===== src/rtl/hazard_unit.sv =====
// Hazard detection and forwarding control for the 5-stage MIPS pipeline.
// Define HAZARD_PERF_EN to build the stall/flush performance counters.
module hazard_unit #(
    parameter int unsigned MUL_LAT = 4,
    parameter int unsigned DIV_LAT = 32
) (
    input  logic        clk,
    input  logic        reset,
    input  logic [4:0]  RsD,
    input  logic [4:0]  RtD,
    input  logic        BranchD,
    input  logic        sysD,
    input  logic        multD,
    input  logic        divD,
    input  logic [1:0]  mfD,
    input  logic [4:0]  RsE,
    input  logic [4:0]  RtE,
    input  logic [4:0]  WriteRegE,
    input  logic        RegWriteE,
    input  logic        MemtoRegE,
    input  logic        multE,
    input  logic        divE,
    input  logic [4:0]  WriteRegM,
    input  logic        RegWriteM,
    input  logic        MemtoRegM,
    input  logic [4:0]  WriteRegW,
    input  logic        RegWriteW,
    output logic        StallF,
    output logic        StallD,
    output logic        FlushE,
    output logic        ForwardAD,
    output logic        ForwardBD,
    output logic [1:0]  ForwardAE,
    output logic [1:0]  ForwardBE,
    output logic [31:0] StallCount,
    output logic [31:0] FlushCount
);

    logic [5:0] mdCntQ, mdCntD;
    logic       busy;
    logic       lwStall, brStall, sysStall, mdStall, stall;

    // $0 is hardwired, so a source of 0 never matches a producer.
    function automatic logic hit(input logic [4:0] src, input logic we, input logic [4:0] dst);
        return we && (src != 5'd0) && (src == dst);
    endfunction

    function automatic logic sysReg(input logic we, input logic [4:0] dst);
        return we && ((dst == 5'd2) || (dst == 5'd4));
    endfunction

    always_comb begin
        mdCntD = mdCntQ;
        if (divE) begin
            mdCntD = 6'(DIV_LAT - 1);
        end else if (multE) begin
            mdCntD = 6'(MUL_LAT - 1);
        end else if (mdCntQ != 6'd0) begin
            mdCntD = mdCntQ - 6'd1;
        end
    end

    always_ff @(posedge clk) begin
        if (reset) begin
            mdCntQ <= 6'd0;
        end else begin
            mdCntQ <= mdCntD;
        end
    end

    always_comb begin
        busy     = (mdCntQ != 6'd0) || multE || divE;
        lwStall  = MemtoRegE && (hit(RsD, 1'b1, RtE) || hit(RtD, 1'b1, RtE));
        brStall  = BranchD &&
                   (hit(RsD, RegWriteE, WriteRegE) || hit(RtD, RegWriteE, WriteRegE) ||
                    hit(RsD, MemtoRegM, WriteRegM) || hit(RtD, MemtoRegM, WriteRegM));
        sysStall = sysD && (sysReg(RegWriteE, WriteRegE) || sysReg(RegWriteM, WriteRegM));
        mdStall  = busy && ((mfD != 2'b00) || multD || divD);
        stall    = lwStall || brStall || sysStall || mdStall;
    end

    always_comb begin
        StallF    = 1'b0;
        StallD    = 1'b0;
        FlushE    = 1'b1;
        ForwardAD = 1'b0;
        ForwardBD = 1'b0;
        ForwardAE = 2'b00;
        ForwardBE = 2'b00;
        if (!reset) begin
            StallF    = stall;
            StallD    = stall;
            FlushE    = stall;
            ForwardAD = hit(RsD, RegWriteM, WriteRegM);
            ForwardBD = hit(RtD, RegWriteM, WriteRegM);
            // M stage holds the younger result, so it takes priority over W.
            if (hit(RsE, RegWriteM, WriteRegM)) begin
                ForwardAE = 2'b10;
            end else if (hit(RsE, RegWriteW, WriteRegW)) begin
                ForwardAE = 2'b01;
            end
            if (hit(RtE, RegWriteM, WriteRegM)) begin
                ForwardBE = 2'b10;
            end else if (hit(RtE, RegWriteW, WriteRegW)) begin
                ForwardBE = 2'b01;
            end
        end
    end

`ifdef HAZARD_PERF_EN
    logic [31:0] stallCntQ, flushCntQ;

    always_ff @(posedge clk) begin
        if (reset) begin
            stallCntQ <= 32'd0;
            flushCntQ <= 32'd0;
        end else begin
            if (StallD) stallCntQ <= stallCntQ + 32'd1;
            if (FlushE) flushCntQ <= flushCntQ + 32'd1;
        end
    end

    assign StallCount = stallCntQ;
    assign FlushCount = flushCntQ;
`else
    assign StallCount = 32'd0;
    assign FlushCount = 32'd0;
`endif

endmodule

===== config.mk =====
export PLATFORM = sky130hd
export DESIGN_NAME = hazard_unit
export DESIGN_NICKNAME = d
export VERILOG_FILES = /design/src/rtl/hazard_unit.sv
export SDC_FILE = /design/constraint.sdc
export NUM_CORES = 1
export LEC_CHECK = 0
export BUFFER_PORTS_ARGS = -buffer_cell sky130_fd_sc_hd__buf_2
export CAP_MARGIN = 20
export CORE_UTILIZATION = 37
export DETAILED_ROUTE_END_ITERATION = 16
export HOLD_SLACK_MARGIN = 0.12
export MAX_ROUTING_LAYER = met4
export PLACE_DENSITY = 0.85
export SKIP_CTS_REPAIR_TIMING = 1
export SLEW_MARGIN = 30
export SYNTH_ARGS = -nofsm -noshare
export SYNTH_HDL_FRONTEND = slang
export SYNTH_SLANG_ARGS = --single-unit
export TNS_END_PERCENT = 10

===== constraint.sdc =====
create_clock -name clk -period 1.35 [get_ports clk]
set_input_delay 0.0675 -clock clk [delete_from_list [all_inputs] [get_ports clk]]
set_output_delay 0.0675 -clock clk [all_outputs]
set_load 0.01 [all_outputs]

==> tab_implementation.tex <==
\begin{tabular}{lr}
\hline
Metric & Value \\
\hline
\multicolumn{2}{l}{\textbf{Place}} \\
PortBufs & 58 \\
Placer congestion estimate & 0.974 \\
Cell Area, Placed & 1890 um\^{}2 \\
Total half-perimeter wirelength after legalization and detailed placement & 3.37 mm \\
Dpl cells & 336 \\
\multicolumn{2}{l}{\textbf{Floorplan}} \\
I/O pins & 123 \\
Initial core utilization & 0.394 \\
Y dimension of the die & 68.0 um \\
Die Area & 4620 um\^{}2 \\
Row cnt & 23 \\
Horizontal die dimension & 68.0 um \\
Area inside the core boundary & 4090 um\^{}2 \\
\multicolumn{2}{l}{\textbf{Cells and area}} \\
Registers with the most flip-flops & mdCntQ: 6 flops \\
Final standard cell count with taps included and fillers excluded & 340 \\
Final cell area excluding filler cells & 1970 um\^{}2 \\
Nets & 344 \\
Most flop-heavy register & mdCntQ \\
Number of antenna cells inserted & 0 \\
Total of fill cells in the finished design & 415 \\
Number of flip-flops in the largest register & 6 \\
Layout cells sized above 1 & 0.359 \\
Share of the core filled with cells & 0.482 \\
Area growth syn-to-layout & 22.2\% \\
\multicolumn{2}{l}{\textbf{GRT}} \\
Total track usage & 0.172 \\
Global-route wire length before repair & 5.72 mm \\
Total congestion overflow & 0 \\
Maximum number of pins on one net before global-route repair & 13 \\
Number of global-route vias before repair & 1282 \\
Antenna violations before repair & 0 \\
\multicolumn{2}{l}{\textbf{Yosys}} \\
Main flop type after synthesis & sky130\_fd\_sc\_hd\_\_dfxtp\_1 \\
Post-synth cell types & 33 \\
Number of flops mapped to enable cells by yosys & 0 \\
Async set or reset register ratio after synthesis & 0 \\
Most frequent cell after synthesis & sky130\_fd\_sc\_hd\_\_buf\_4 \\
Synthesis Warnings & 0 \\
Post-synthesis instance area & 1610 um\^{}2 \\
Share of the synthesized area in the top cell type & 0.303 \\
Cell taking the most area after synthesis & sky130\_fd\_sc\_hd\_\_buf\_4 \\
Register bit count reported by yosys & 6 \\
Synthesized area per cell & 7.50 um\^{}2 \\
Most numerous cell types in the synthesized netlist & 65 x sky130\_fd\_sc\_hd\_\_buf\_4, 47 x sky130\_fd\_sc\_hd\_\_xnor2\_1, 13 x sky130\_fd\_sc\_hd\_\_clkbuf\_1 \\
Sequential element share of the synthesized area & 0.0745 \\
Gate Count Post-Synth & 215 \\
Leading cell types by total area after synthesis & sky130\_fd\_sc\_hd\_\_buf\_4 30\%, sky130\_fd\_sc\_hd\_\_xnor2\_1 26\%, sky130\_fd\_sc\_hd\_\_dfxtp\_1 7.5\%, sky130\_fd\_sc\_hd\_\_xor2\_1 5.4\%, sky130\_fd\_sc\_hd\_\_nor4\_1 3.5\% \\
\multicolumn{2}{l}{\textbf{Timing}} \\
Top achievable clock speed & 614 MHz \\
Post-route worst setup slack & -0.278 ns \\
Fin Setup TNS & -0.990 ns \\
Unrepaired setup endpoints after global routing & true \\
Total count of hold-check failures in the final report & 0 \\
Fraction of the cycle the final worst path needs & 1.21 \\
Final critical delay including setup and external delays & 1.63 ns \\
Count of endpoints failing setup in the final report & 6 \\
Final max-slew violation count & 0 \\
Clock Skew & 0.00593 ns \\
\multicolumn{2}{l}{\textbf{Power and ir drop}} \\
Static Leak & 0.000934 uW \\
Switching share of total power & 0.388 \\
Cell Pwr Density & 537 nW/um\^{}2 \\
Switching power & 410 uW \\
Max VDD drop & 0.000206 V \\
Power Total & 1060 uW \\
Combinational cell fraction of total power & 0.551 \\
Internal power summed over all cells & 647 uW \\
Sequential share of power & 0.187 \\
Relative contribution of the clock network to total power & 0.262 \\
\multicolumn{2}{l}{\textbf{Critical path}} \\
Sort of element at the start of the critical path & input pin \\
Worst Setup Path Type & input pin to output port \\
Largest fanout on the critical path & 2 \\
CP required & 1.28 ns \\
Arrival time of data at the critical path endpoint & 1.56 ns \\
Worst setup EP type & output port \\
\multicolumn{2}{l}{\textbf{Clocking}} \\
Maximum root-to-sink buffer count & 2 \\
H-Tree Depth & 1 \\
TritonCTS clock tree & built \\
Count of clock tree sinks & 6 \\
Skew-Pair Late Insertion Delay & 0.23 ns \\
Number of buffers created by CTS & 3 \\
Post-CTS clock slew at the launch and capture registers of the worst setup and hold paths & 0.04 ns \\
Clk Tree Root Cell & sky130\_fd\_sc\_hd\_\_clkbuf\_8 \\
\multicolumn{2}{l}{\textbf{Outcome}} \\
Violated checks & setup timing \\
Run status & complete, but fails checks \\
\multicolumn{2}{l}{\textbf{Detailed routing}} \\
Met1 layer wirelength in the final routing & 1.61 mm \\
Uppermost routed layer & met4 \\
Detailed-route DRC error count & 0 \\
Via count of the routed design & 1508 \\
Post-Route WL & 3.96 mm \\
Initial DRT Pass Iterations & 4 \\
Iter 0 DRT Violations & 41 \\
Met3 Routed Length & 290 um \\
Average vias per placed instance & 4.44 \\
Met2 WL & 2.01 mm \\
Wirelength per Cell & 11.6 um \\
Antenna-violating nets left & 0 \\
\multicolumn{2}{l}{\textbf{Flow run}} \\
Number of maximum-capacitance constraint violations & 0 \\
\multicolumn{2}{l}{\textbf{Min path}} \\
Path type of the worst min-delay path & input pin to register \\
\hline
\end{tabular}
-- through the flow --
step / hold WS (ns) / setup WS, ns
after floorplan: 0.185 / -0.128
after global placement: 0.321 / -0.272
after detailed placement: 0.330 / -0.296
after CTS: 0.0961 / -0.317
after global routing: 0.157 / -0.347
final: 0.118 / -0.278
-- final cells by class --
class / instances / area [um^2] / area share
sequential: 6 / 120 / 0.0610
tap: 50 / 62.6 / 0.0318
inverter: 2 / 7.51 / 0.00381
multi-input combinational: 191 / 1220 / 0.619
timing repair buffer: 88 / 518 / 0.263
clock buffer: 3 / 41.3 / 0.0210
-- cell families after synthesis --
kind of cell             Yosys count  share of synthesized area
multiplexers                       1                    0.00699
XOR/XNOR                          57                      0.310
buffers and inverters             81                      0.340
other                              1                    0.00233
flip-flops                         6                     0.0745
AND/OR/NAND/NOR                   53                      0.189
AO/OA/AOI/OAI                     14                     0.0621
adder cells (fa/ha/maj)            2                     0.0155
-- path summary, 6_finish.rpt --
kind	startpoint	endpoint	slack, ns	depth (start not counted)
setup / recovery	RtD[1]	StallF	-0.28	7
setup reg to reg	mdCntQ[2]	mdCntQ[5]	0.05	4
hold reg to reg	mdCntQ[5]	mdCntQ[5]	0.57	2
hold / removal	divE	mdCntQ[4]	0.12	3
-- critical path, stage by stage --
cell and delay [ns]:
sky130_fd_sc_hd__buf_2 0.11, sky130_fd_sc_hd__or4_4 0.53, sky130_fd_sc_hd__o211ai_2 0.15, sky130_fd_sc_hd__o22ai_1 0.11, sky130_fd_sc_hd__a221oi_2 0.29, sky130_fd_sc_hd__a31oi_2 0.15
sky130_fd_sc_hd__buf_2 0.16
-- per-layer routing --
layer,global-route usage,vias up
li1,-,732
met1,0.209,686
met2,0.299,86
met3,0.0150,4
met4,0.0469,0
met5,-,-
-- cells in the final DEF (no fill, tap or decap), drive strengths merged, types with 3 or more instances in the layout --
cell / n
buf: 87
conb: 64
xnor2: 47
nor2: 11
xor2: 10
nor4: 9
nand4: 6
nand2: 6
dfxtp: 6
a21oi: 6
nand3: 4
or4: 4
nor2b: 3
clkbuf: 3
o211ai: 3
nor3: 3
-- power groups by stage --
stage | Combinational, uW | Sequential, uW | Clock (uW)
5_1_grt | 645 | 198 | 282
2_1_floorplan | 488 | 200 | 0
3_5_place_dp | 563 | 200 | 0
4_1_cts | 567 | 197 | 274
3_3_place_gp | 552 | 200 | 0
6_report | 582 | 197 | 277
(Power assumes the default switching activity.)
